**src/rtl/conv_result_writer.sv**
```systemverilog
// Rescales the convolution engine's Q.7 result stream to 8-bit pixels (round + saturate)
// and writes them sequentially into an output RAM, flagging frame completion.
module conv_result_writer #(
  parameter int unsigned DATA_W    = 16,
  parameter int unsigned PIX_W     = 8,
  parameter int unsigned FRAC_BITS = 7,
  parameter int unsigned FRAME_LEN = 36,
  parameter int unsigned ADDR_W    = 6
) (
  input  logic              clk,
  input  logic              rst,
  input  logic              in_st,
  input  logic [DATA_W-1:0] din,
  input  logic              din_vld,
  output logic              ram_wr,
  output logic [ADDR_W-1:0] ram_addr,
  output logic [PIX_W-1:0]  ram_din,
  output logic              busy,
  output logic              frame_done,
  output logic [ADDR_W-1:0] sat_cnt,
  output logic              overrun
);

  localparam int unsigned R_W     = DATA_W + 1;
  localparam int unsigned RND     = 1 << (FRAC_BITS - 1);
  localparam int unsigned PIX_MAX = (1 << PIX_W) - 1;
  localparam logic [ADDR_W-1:0] LAST_IDX = ADDR_W'(FRAME_LEN - 1);

  typedef enum logic [1:0] {IDLE, RECV, DRAIN, DONE} state_t;

  state_t            state_q, state_d;
  logic              accept;
  logic [ADDR_W-1:0] acc_cnt;
  logic              v1;
  logic [R_W-1:0]    r1;
  logic [R_W-1:0]    q;
  logic              sat;
  logic [PIX_W-1:0]  pix;

  // Stage-2 rescale: drop fractional bits, clamp anything above the pixel range.
  assign q   = r1 >> FRAC_BITS;
  assign sat = q > R_W'(PIX_MAX);
  assign pix = sat ? PIX_W'(PIX_MAX) : q[PIX_W-1:0];

  always_ff @(posedge clk or posedge rst) begin
    if (rst) state_q <= IDLE;
    else     state_q <= state_d;
  end

  // in_st overrides everything, including a coincident beat.
  always_comb begin
    state_d = state_q;
    accept  = 1'b0;
    if (in_st) begin
      state_d = RECV;
    end else begin
      case (state_q)
        IDLE:  state_d = IDLE;
        RECV: begin
          accept = din_vld;
          if (din_vld && (acc_cnt == LAST_IDX)) state_d = DRAIN;
        end
        // Stage 2 empties on this edge whenever stage 1 is already empty.
        DRAIN: if (!v1) state_d = DONE;
        DONE:  state_d = IDLE;
        default: state_d = IDLE;
      endcase
    end
  end

  always_ff @(posedge clk or posedge rst) begin
    if (rst) begin
      acc_cnt    <= '0;
      v1         <= 1'b0;
      r1         <= '0;
      ram_wr     <= 1'b0;
      ram_addr   <= '0;
      ram_din    <= '0;
      busy       <= 1'b0;
      frame_done <= 1'b0;
      sat_cnt    <= '0;
      overrun    <= 1'b0;
    end else begin
      frame_done <= (state_d == DONE) && (state_q != DONE);
      if (in_st) begin
        acc_cnt  <= '0;
        v1       <= 1'b0;
        ram_wr   <= 1'b0;
        ram_addr <= '0;
        sat_cnt  <= '0;
        overrun  <= 1'b0;
        busy     <= 1'b1;
      end else begin
        v1 <= accept;
        if (accept) begin
          acc_cnt <= acc_cnt + ADDR_W'(1);
          r1      <= {1'b0, din} + R_W'(RND);
        end
        ram_wr <= v1;
        if (v1) begin
          ram_din <= pix;
          if (sat && (sat_cnt != '1)) sat_cnt <= sat_cnt + ADDR_W'(1);
        end
        // Address advances after each write but parks on the last index.
        if (ram_wr && (ram_addr != LAST_IDX)) ram_addr <= ram_addr + ADDR_W'(1);
        if (din_vld && ((state_q == DRAIN) || (state_q == DONE))) overrun <= 1'b1;
        if (state_q == DONE) busy <= 1'b0;
      end
    end
  end

endmodule

```
**config.mk**
```make
export PLATFORM = sky130hd
export DESIGN_NAME = conv_result_writer
export DESIGN_NICKNAME = d
export VERILOG_FILES = /design/src/rtl/conv_result_writer.sv
export SDC_FILE = /design/constraint.sdc
export NUM_CORES = 1
export LEC_CHECK = 0
export BUFFER_PORTS_ARGS = -buffer_cell sky130_fd_sc_hd__buf_2
export CORE_ASPECT_RATIO = 1.25
export CORE_MARGIN = 1
export CORE_UTILIZATION = 50
export CTS_CLUSTER_SIZE = 12
export DETAILED_ROUTE_END_ITERATION = 16
export GPL_ROUTABILITY_DRIVEN = 0
export PLACE_DENSITY = 0.85
export SETUP_SLACK_MARGIN = 0.5
export SYNTH_ARGS = -nofsm -noshare
export SYNTH_HDL_FRONTEND = slang
export SYNTH_SLANG_ARGS = --single-unit
```
**constraint.sdc**
```tcl
create_clock -name clk -period 1.45 [get_ports clk]
set_input_delay 0.145 -clock clk [delete_from_list [all_inputs] [get_ports clk]]
set_output_delay 0.145 -clock clk [all_outputs]
set_load 0.05 [all_outputs]
```
### After elaboration in Yosys (flattened, before gate mapping)

Index checks and enable logic that the tools add are counted.

* flip-flop bits (word level): 50
* latch bits: 0
* RAM bits: 0
* ROM bits: 0
* input bits: 20
* output and inout port bits: 24
* word-level logic and storage cells: 62
* memories: 0

* add/sub/neg operators: 4
* multipliers: 0
* divide/modulo/power cells: 0
* $lt $le $gt $ge: 1
* eq/ne operators: 8
* shift operators: 0
* multiplexer cells: 20
* bitwise operators: 1
* reductions and logical operators: 17

Operators by type and width (count)
* $mux W6: 7
* $add A6 B1 Y6 const B: 3
* $add A16 B7 Y17 const B: 1
* $ne A6 B6 Y1 const B: 2
* $reduce_bool A2 Y1: 6
* $gt A10 B8 Y1 const B: 1
* $mux W1: 8
* $mux W8: 1
* $eq A2 B2 Y1 const B: 3
* $eq A6 B6 Y1 const B: 1
* $mux W2: 3
* $pmux W2 S3: 1
* $reduce_and A2 Y1: 3
* $logic_and A1 B1 Y1: 5
* $eq A2 B1 Y1 const B: 1
* $logic_not A2 Y1: 1
* $ne A2 B2 Y1 const B: 1
* $reduce_or A2 Y1: 1
* $logic_or A1 B1 Y1: 1
* $not A1 Y1: 1

### Longest topological paths before layout

Gate-level depths: netlist of the first run.

* depth in word-level cells: 7
* gate-level depth with buffers: 5
* depth with buffers taken out: 5

### Least setup slack after synthesis of the first run

No wires, ideal clock.

* path kind: reg-to-reg
* start point: register sat_cnt[0]
* end point: register sat_cnt[1]
* setup time: 0.132 ns
* data arrival time: 1.602 ns
* required time: 1.318 ns
* setup slack: -0.284 ns
* stages on the path, launching flop included: 6
* path buffers: 0
* clock period less this slack: 1.734 ns
* path through: dfrtp_1 -> ha_1 -> nand2_1 -> o21ai_0 -> mux2i_1 -> nor2_1

* cells in the longest elaborated chain, start to end: 4
* elaborated cells on any way between the ends: 8
* those cells by class: 1 x add/sub; 1 x eq/ne; 3 x mux; 3 x reduce/logical

RTL lines
* start: declaration: line 20 `output logic [ADDR_W-1:0] sat_cnt,`
* start signal: assignment: line 102 `if (sat && (sat_cnt != '1)) sat_cnt <= sat_cnt + ADDR_W'(1);`
* $add A6 B1 Y6 / $ne A6 B6 Y1 (equally long branches): line 102
* $mux W6 / $logic_and A1 B1 Y1 (equally long branches): line 102
* $mux W6 / $reduce_bool A2 Y1 (equally long branches)
* $mux W6 / $reduce_and A2 Y1 (equally long branches)

Parallel ways exist; a longest one is shown, timed or not. The select of a mux whose other input is x is not followed.
A chain may end at the register's enable or synchronous reset.

### Worst setup path in the final report of the first run

* start point: register ram_addr[2]
* end point: register ram_addr[3]

* cells in the longest elaborated chain, start to end: 3
* elaborated cells on any way between the ends: 6
* those cells by class: 1 x add/sub; 1 x eq/ne; 2 x mux; 2 x reduce/logical

RTL lines
* start: declaration: line 16 `output logic [ADDR_W-1:0] ram_addr,`
* start signal: assignment: line 105 `if (ram_wr && (ram_addr != LAST_IDX)) ram_addr <= ram_addr + ADDR_W'(1);`
* $add A6 B1 Y6 / $ne A6 B6 Y1 (equally long branches): line 105
* $mux W6 / $logic_and A1 B1 Y1 (equally long branches): line 105
* $mux W6 / $reduce_bool A2 Y1 (equally long branches)

Parallel ways exist; a longest one is shown, timed or not. The select of a mux whose other input is x is not followed.

==> impl_metrics.csv, run 1 <==
group,metric,value,unit
status,status,"completed",
routing,drc,0,
place,dpl.cell_count,279,
setup_path,path_cells,"nand4_1 > buf_4 > buf_4 > xor2_1 > nor2_1",
clock_tree,cts_num_sinks,43,
yosys,async_reset_ff_share,100,%
yosys,synth_cell_types,38,
setup_path,path_delay_family,"flip-flops",
global_route,antenna_found_initial,0,
final_layout,final_cells,330,
routing,via_count,1851,
final_layout,n_antenna_cell,0,
die,die_area,4230,µm²
die,fp.coreArea,3780,µm²
clock_tree,cts_tree,"built",
yosys,synth_fp_nets,212,
yosys,syn_area_per_cell,10.6,µm²
yosys,synth-main-ff-cell,"dfrtp_1",
place,portBuffers,37,
setup_path,timing.critical_path.buf_inv,2,
hold_path,holdPathStages,3,
setup_path,path_class,"reg -> reg",
sta,timing.fmax,755,MHz
clock_tree,clk_path_buf_depth,2,
yosys,yosys.area_share.simple,18.3,%
routing,via_per_inst,5.61,
global_route,grt_usage,24.5,%
run,maxCapViolCount,0,
routing,ant_nets,0,
routing,drt_first_pass_iters,4,
sta,rsz0062_at_grt,"true",
sta,finClkSkew,3.26,ps
global_route,grt_pass1_vias,1694,
clock_tree,root_buffer,"clkbuf_8",
sta,finalSetupViolations,0,
yosys,synth_xor_area_share,7.06,%
power_and_ir_drop,power.density,895,nW/µm²
setup_path,worstRegToRegCells,5,
yosys,synth_top_family_by_area,"simple AND/OR/NAND/NOR gates",
sta,relSlewSlack,79.4,%
yosys,ys_warn_count,0,
yosys,synth_cells,188,
global_route,globalRouteOverflowTotal,0,
sta,setup_tns,0,ps
clock_tree,clk_latency,300,ps
yosys,syn_area,1980,µm²
setup_path,critPathMaxFanout,6,
sta,period_share,91.4,%
setup_path,crit_path_end_kind,"flop",
routing,drt-initial-drc-count,87,
setup_path,cp.depth,5,
setup_path,required,1640,ps
final_layout,syn_to_final_growth,57.9,%
final_layout,final_cell_mix,"33 x buf_6, 32 x buf_4, 27 x dfrtp_1, 24 x nor2_1, 16 x dfrtp_2",
power_and_ir_drop,peakVddDrop,0.678,mV
clock_tree,htreeDepth,2,
power_and_ir_drop,p_leak,1.34,nW
yosys,synth_fa_ha_area_share,2.52,%
routing,drt_wl_total,5.87,mm
die,rows,25,
setup_path,cp_common_cell,"buf_4",
sta,hold_viol_final,0,
clock_tree,cts_made_buffers,5,
setup_path,critPathArrivalTime,1510,ps
final_layout,drive_gt1_share,54.3,%
sta,finalMaxSlewViolations,0,
hold_path,holdCritPathClass,"in -> reg",
clock_tree,clk_pin_slew,80,ps
final_layout,layout_commonest_cell,"buf_6",
routing,avgRoutedWirePerCell,17.8,µm
yosys,synth-seq-area-share,54.2,%
setup_path,crit_path_max_incr_delay,440,ps
die,die_x,58.3,µm
final_layout,nNetsFinal,299,
global_route,grt_pass1_wl,7.58,mm
setup_path,cp_slowest_cell,"dfrtp_2",
setup_path,critPathLaunchType,"flop",
yosys,synth_edf_count,0,
global_route,grt_start_max_net_pins,26,
sta,finalCriticalPeriod,1330,ps
yosys,ys_ff_latch,43,
yosys,synthMuxAreaShare,1.58,%
die,die_h,72.4,µm
place,post-dp-hpwl,2.81,mm
sta,worst_slew_pin_slew,309,ps
die,start_util,52.4,%
die,ios,44,
yosys,synth_compound_area_share,13.8,%
-- layer usage --
metal | up-vias | global-route usage, % | part of all wire, %
met1 | 930 | 25.6 | 38
met5 | - | 0 | 0
li1 | 843 | - | -
met4 | 0 | 11.6 | 2.6
met2 | 65 | 45.2 | 55
met3 | 13 | 6.06 | 4.3
-- sequential cells by signal, indices dropped and copies added (netlist names) --
signal      cells
r1             10
frame_done      1
ram_din         8
ram_wr          1
ram_addr        6
v1              1
sat_cnt         6
state_q         2
busy            1
acc_cnt         6
overrun         1
-- report_power, final --
group	leakage [nW]	switching (mW)	total, mW	internal (mW)
Sequential	0.503	0.0831	1.37	1.29
Clock	0.0422	0.413	0.752	0.338
Combinational	0.792	0.380	0.678	0.298
-- Yosys cell counts, drive strengths merged (2+ instances only) --
cell type	instances	area [µm²]
a211oi	4	30.0
a21oi	14	70.1
a31oi	2	12.5
buf	5	31.3
dfrtp	43	1080
ha	4	50.1
inv	5	18.8
mux2i	2	20.0
nand2	15	56.3
nand3	7	40.0
nand3b	2	27.5
nand4	6	37.5
nor2	28	113
nor3	6	30.0
o21a	2	15.0
o21ai	5	25.0
o22a	8	70.1
or3	2	12.5
xnor2	7	61.3
xor2	9	78.8
-- cell families after synthesis --
group,count (synthesis)
multiplexers,3
AO/OA/AOI/OAI,40
XOR/XNOR,16
flip-flops,43
AND/OR/NAND/NOR,72
buffers and inverters,10
adder cells (fa/ha/maj),4
-- worst min-delay path, stage by stage --
cell and delay, ps:
buf_2 90, xnor2_1 140, a21oi_2 60
-- worst paths after layout --
path / from / endpoint / slack (ps)
worst max-delay path: ram_addr[2] / ram_addr[3] / 120
worst min-delay path: din[15] / r1[15] / 160
worst max register to register: ram_addr[2] / ram_addr[3] / 120
worst min register to register: r1[10] / ram_din[3] / 510
max in group asynchronous: rst / v1 / 830
min in group asynchronous: rst / state_q[0] / 420
-- final cells by class --
cell class | count | area, µm²
Sequential cell | 43 | 1100
Fill cell | 195 | 652
Multi-Input combinational cell | 135 | 1080
Tap cell | 54 | 67.6
Inverter | 5 | 22.5
Clock buffer | 7 | 76.3
Timing Repair Buffer | 85 | 787
Clock inverter | 1 | 5.00
-- per-stage QoR --
step                      util (%)  cell area [µm²]  setup slack (ps)  total power [mW]  hold slack [ps]
after floorplan                  -             2110               120              1.73              142
after global placement        62.8             2380               156              1.85              178
after detailed placement      62.8             2380               140              1.87              178
after CTS                     75.0             2840               186              2.72              158
after global routing          82.8             3130              41.6              2.91              162
final                         82.8             3130               125              2.80              163
-- repair_timing --
action                     in CTS  in global routing
setup endpoints to repair      63                 78
hold buffers                    1                  0
gates resized for setup        64                 31
hold endpoints to repair       18                  0
buffers inserted               20                 21
gates cloned                    1                  0
pin swaps                      17                 21
Note: power is estimated with default switching activity, not from simulation.
==> inputs of run 2 (changes only) <==
Settings changed: CORE_UTILIZATION 50 to 48, PLACE_DENSITY 0.85 to 0.86.
Clock period 1.45 ns to 1.2 ns, I/O delays scaled along.
==> impl_metrics.csv, run 2 (synthesis gave the netlist of run 1 again) <==
group,metric,value,unit
status,status,"complete, but fails checks",
status,violations,"hold timing, setup timing",
final_layout,fin_util,90.1,%
sta,fin_ws,-400,ps
die,die_x,59.5,µm
setup_path,worstRegToRegCells,5,
sta,timing.fmax,625,MHz
global_route,grt_usage,30.4,%
sta,finalSetupViolations,24,
global_route,globalRouteOverflowTotal,0,
clock_tree,cts_made_buffers,5,
routing,drt_wl_total,8.08,mm
final_layout,nFillCells,165,
power_and_ir_drop,peakVddDrop,0.746,mV
sta,worst_slew_pin_slew,403,ps
die,ios,44,
sta,whs,-200,ps
clock_tree,htreeDepth,2,
place,post-dp-hpwl,2.99,mm
routing,drc,0,
routing,via_per_inst,6.02,
routing,avgRoutedWirePerCell,23.4,µm
final_layout,final_cell_mix,"40 x buf_4, 26 x buf_8, 24 x dfrtp_2, 20 x buf_6, 19 x dfrtp_1",
clock_tree,clk_path_buf_depth,2,
setup_path,timing.critical_path.buf_inv,1,
routing,drt-initial-drc-count,133,
place,dpl.cell_count,294,
sta,hold_viol_final,15,
setup_path,required,1400,ps
sta,finClkSkew,13.8,ps
die,die_h,73.9,µm
power_and_ir_drop,power.density,1040,nW/µm²
global_route,antenna_found_initial,0,
die,fp.coreArea,3880,µm²
power_and_ir_drop,p_leak,1.48,nW
setup_path,path_cells,"buf_4 > nand3_2 > nor3_4 > xnor2_2 > nor2_1",
die,die_area,4400,µm²
routing,drt_first_pass_iters,4,
power_and_ir_drop,power,3.62,mW
final_layout,final_cells,345,
hold_path,holdCritPathClass,"in -> async",
setup_path,path_class,"reg -> reg",
global_route,grt_start_max_net_pins,29,
routing,via_count,2076,
setup_path,crit_path_end_kind,"flop",
setup_path,cp_slowest_cell,"dfrtp_1",
final_layout,n_antenna_cell,0,
die,start_util,51.2,%
sta,finalCriticalPeriod,1600,ps
place,portBuffers,37,
final_layout,syn_to_final_growth,76.1,%
sta,rsz0062_at_grt,"true",
setup_path,timing.rr.start,"acc_cnt[1]",
setup_path,r2r_setup_slack,-400,ps
setup_path,worstReg2RegEnd,"acc_cnt[5]",
sta,period_share,133,%
clock_tree,clk_latency,310,ps
final_layout,drive_gt1_share,66.7,%
clock_tree,cts_tree,"built",
final_layout,largest_register,"r1",
setup_path,crit_path_max_incr_delay,460,ps
final_layout,nNetsFinal,314,
clock_tree,root_buffer,"clkbuf_8",
final_layout,largest_reg_flops,10,
setup_path,critPathArrivalTime,1800,ps
final_layout,biggestRegsByFlops,"r1 x10, ram_din x8",
setup_path,critPathMaxFanout,3,
clock_tree,cts_num_sinks,43,
sta,finalMaxSlewViolations,0,
final_layout,layout_commonest_cell,"buf_4",
run,maxCapViolCount,0,
setup_path,path_delay_family,"simple AND/OR/NAND/NOR gates",
setup_path,critPathLaunchType,"flop",
global_route,grt_pass1_wl,9.39,mm
global_route,grt_pass1_vias,1980,
die,rows,25,
sta,setup_tns,-2430,ps
clock_tree,clk_pin_slew,90,ps
routing,ant_nets,0,
sta,relSlewSlack,73.0,%
run 2: per-layer routing:
metal	vias up	wire length, µm	GRT usage (%)	part of all wire, %
met4	0	465	21.4	5.8
met2	120	4110	56.1	51
met1	1043	3000	29.9	37
met5	-	0	0	0
met3	37	504	5.11	6.2
li1	876	-	-	-
run 2: power breakdown:
group | total [mW] | internal, mW | switching (mW)
registers | 1.71 | 1.57 | 0.140
clock network | 0.958 | 0.408 | 0.549
logic | 0.953 | 0.438 | 0.514
total | 3.62 | 2.41 | 1.20
run 2: repair_timing:
| item | 4_1_cts | 5_1_grt |
|---|---|---|
| endpoints found under the setup margin | 67 | 67 |
| gates resized for setup | 117 | 37 |
| cloned | 1 | 1 |
| pin swaps | 18 | 24 |
| hold endpoints to repair | 15 | 15 |
| buffers inserted | 22 | 19 |
run 2: metrics by stage:
step | instance area (µm²) | setup WS, ps
2_1_floorplan | 2140 | -130
3_3_place_gp | 2520 | -38.7
3_5_place_dp | 2520 | -81.9
4_1_cts | 3180 | -53.2
5_1_grt | 3490 | -395
6_report | 3490 | -400
run 2: worst max path at each step:
stage	startpoint	end	slack (ps)	cells past startpoint
6_report	acc_cnt[1]	acc_cnt[5]	-400	5
5_1_grt	acc_cnt[1]	acc_cnt[5]	-390	5
4_1_cts	acc_cnt[1]	state_q[0]	-50	4
3_5_place_dp	acc_cnt[1]	state_q[0]	-80	4
3_3_place_gp	acc_cnt[1]	state_q[0]	-40	4
2_1_floorplan	sat_cnt[0]	sat_cnt[1]	-130	5
run 2: final cells by class:
class                      count  area (µm²)  share of cell area [%]
multi-input combinational    135        1210                    34.7
sequential                    43        1110                    31.7
timing repair buffer         100        1000                    28.6
clock buffer                   6        72.6                    2.08
tap                           54        67.6                    1.93
inverter                       5        22.5                   0.644
clock inverter                 2        12.5                   0.358
run 2: worst reg2reg max path: stages (launching register included):
cell and delay (ps):
dfrtp_1 460, buf_4 190, nand3_2 130, nor3_4 280, xnor2_2 160, nor2_1 270
==> inputs of run 3 (changes only) <==
Settings changed: CTS_CLUSTER_SIZE 12 to 24, RECOVER_POWER set to 100.
==> impl_metrics.csv, run 3 (synthesis gave the netlist of run 1 again) <==
group,metric,value,unit
setup_path,path_class,"reg -> reg",
final_layout,largest_register,"r1",
sta,finClkSkew,13.6,ps
setup_path,worstRegToRegCells,5,
setup_path,critPathMaxFanout,3,
setup_path,required,1400,ps
global_route,grt_pass1_wl,9.39,mm
power_and_ir_drop,power.density,1040,nW/µm²
sta,finalSetupViolations,25,
hold_path,holdCritPathClass,"in -> async",
routing,ant_nets,0,
clock_tree,cts_num_sinks,43,
setup_path,crit_end,"acc_cnt[5]",
status,status,"complete, but fails checks",
sta,worst_slew_pin_slew,738,ps
die,start_util,51.2,%
routing,via_count,2064,
clock_tree,clk_pin_slew,90,ps
setup_path,critPathLaunchType,"flop",
routing,met2WireLength,4.08,mm
routing,wl_met3,502,µm
run,maxCapViolCount,0,
sta,relSlewSlack,50.6,%
setup_path,r2r_setup_slack,-410,ps
clock_tree,htreeDepth,2,
setup_path,cp-startpoint,"acc_cnt[1]",
setup_path,critPathArrivalTime,1810,ps
sta,hold_viol_final,15,
global_route,globalRouteOverflowTotal,0,
final_layout,final_cell_mix,"40 x buf_4, 26 x buf_8, 24 x dfrtp_2, 20 x buf_6, 19 x dfrtp_1",
sta,finalMaxSlewViolations,0,
clock_tree,root_buffer,"clkbuf_8",
setup_path,crit_path_end_kind,"flop",
power_and_ir_drop,p_leak,1.47,nW
global_route,grt_start_max_net_pins,29,
die,ios,44,
sta,fin_ws,-410,ps
final_layout,largest_reg_flops,10,
place,portBuffers,37,
setup_path,worstReg2RegEnd,"acc_cnt[5]",
setup_path,timing.rr.start,"acc_cnt[1]",
sta,timing.fmax,621,MHz
routing,drt-initial-drc-count,128,
global_route,antenna_found_initial,0,
routing,drc,0,
clock_tree,cts_made_buffers,5,
status,violations,"hold timing, setup timing",
routing,drt_wl_total,8.10,mm
clock_tree,clk_path_buf_depth,2,
routing,via_per_inst,5.98,
power_and_ir_drop,peakVddDrop,0.747,mV
final_layout,layout_commonest_cell,"buf_4",
routing,maxUsedRoutingLayer,"met4",
final_layout,biggestRegsByFlops,"r1 x10, ram_din x8",
final_layout,n_antenna_cell,0,
routing,avgRoutedWirePerCell,23.5,µm
final_layout,nNetsFinal,314,
clock_tree,clk_latency,310,ps
die,fp.coreArea,3880,µm²
sta,finalCriticalPeriod,1610,ps
die,die_h,73.9,µm
final_layout,syn_to_final_growth,75.2,%
sta,rsz0062_at_grt,"true",
sta,period_share,134,%
die,die_area,4400,µm²
routing,drt_first_pass_iters,4,
global_route,grt_usage,30.4,%
routing,met1Wirelength,3.03,mm
final_layout,drive_gt1_share,66.3,%
clock_tree,cts_tree,"built",
die,rows,25,
global_route,grt_pass1_vias,1980,
final_layout,fin_util,89.6,%
sta,whs,-127,ps
die,die_x,59.5,µm
place,dp_slack,-81.9,ps
place,post-dp-hpwl,2.99,mm
-- run 3: area by class of cell --
cell class              count  area [µm²]
clock buffers               6        72.6
clock inverters             2        12.5
fillers                   169         403
inverters                   5        20.0
multi-input cells         135        1210
flip-flops and latches     43        1110
well taps                  54        67.6
repair buffers            100         985
-- run 3: metrics by stage --
step	instances	power (mW)	hold slack [ps]	TNS (ps)	area, µm²
floorplan	188	2.10	117	-757	2140
detailed placement	294	2.29	128	-112	2520
CTS	325	3.41	-197	-173	3180
finish	345	3.61	-127	-2520	3480
global route	345	3.70	-57.8	-5690	3480
global placement	294	2.27	121	-38.7	2520
-- run 3: repair_timing --
| item | 4_1_cts | 5_1_grt |
|---|---|---|
| resized for setup | 117 | 37 |
| buffers inserted | 22 | 19 |
| endpoints found under the hold margin | 15 | 15 |
| pin swaps | 18 | 24 |
| cloned | 1 | 1 |
| endpoints found under the setup margin | 67 | 67 |
-- run 3: how the worst min path moves through the flow --
stage | startpoint | endpoint | cells after the start
after global placement | rst | state_q[0] | 2
after CTS | rst | state_q[1] | 2
after detailed placement | rst | state_q[1] | 2
after floorplan | rst | acc_cnt[0] | 1
after global routing | rst | sat_cnt[3] | 2
final | rst | state_q[0] | 2
-- run 3: worst max-delay path, stage by stage (launching register included) --
cell and delay [ps]:
dfrtp_1 460, buf_4 190, nand3_2 130, nor3_4 280, xnor2_2 160, nor2_1 270
-- run 3: per-layer routing --
metal  global-route usage, %  vias up
li1                        -      876
met1                    29.9     1028
met2                    56.1      120
met3                    5.11       40
met4                    21.4        0
met5                       0        -
-- run 3: power by group --
part / switching [mW] / leakage [nW] / total (mW) / internal (mW)
Sequential: 0.139 / 0.498 / 1.71 / 1.57
Clock: 0.552 / 0.0412 / 0.961 / 0.408
Combinational: 0.513 / 0.929 / 0.945 / 0.432
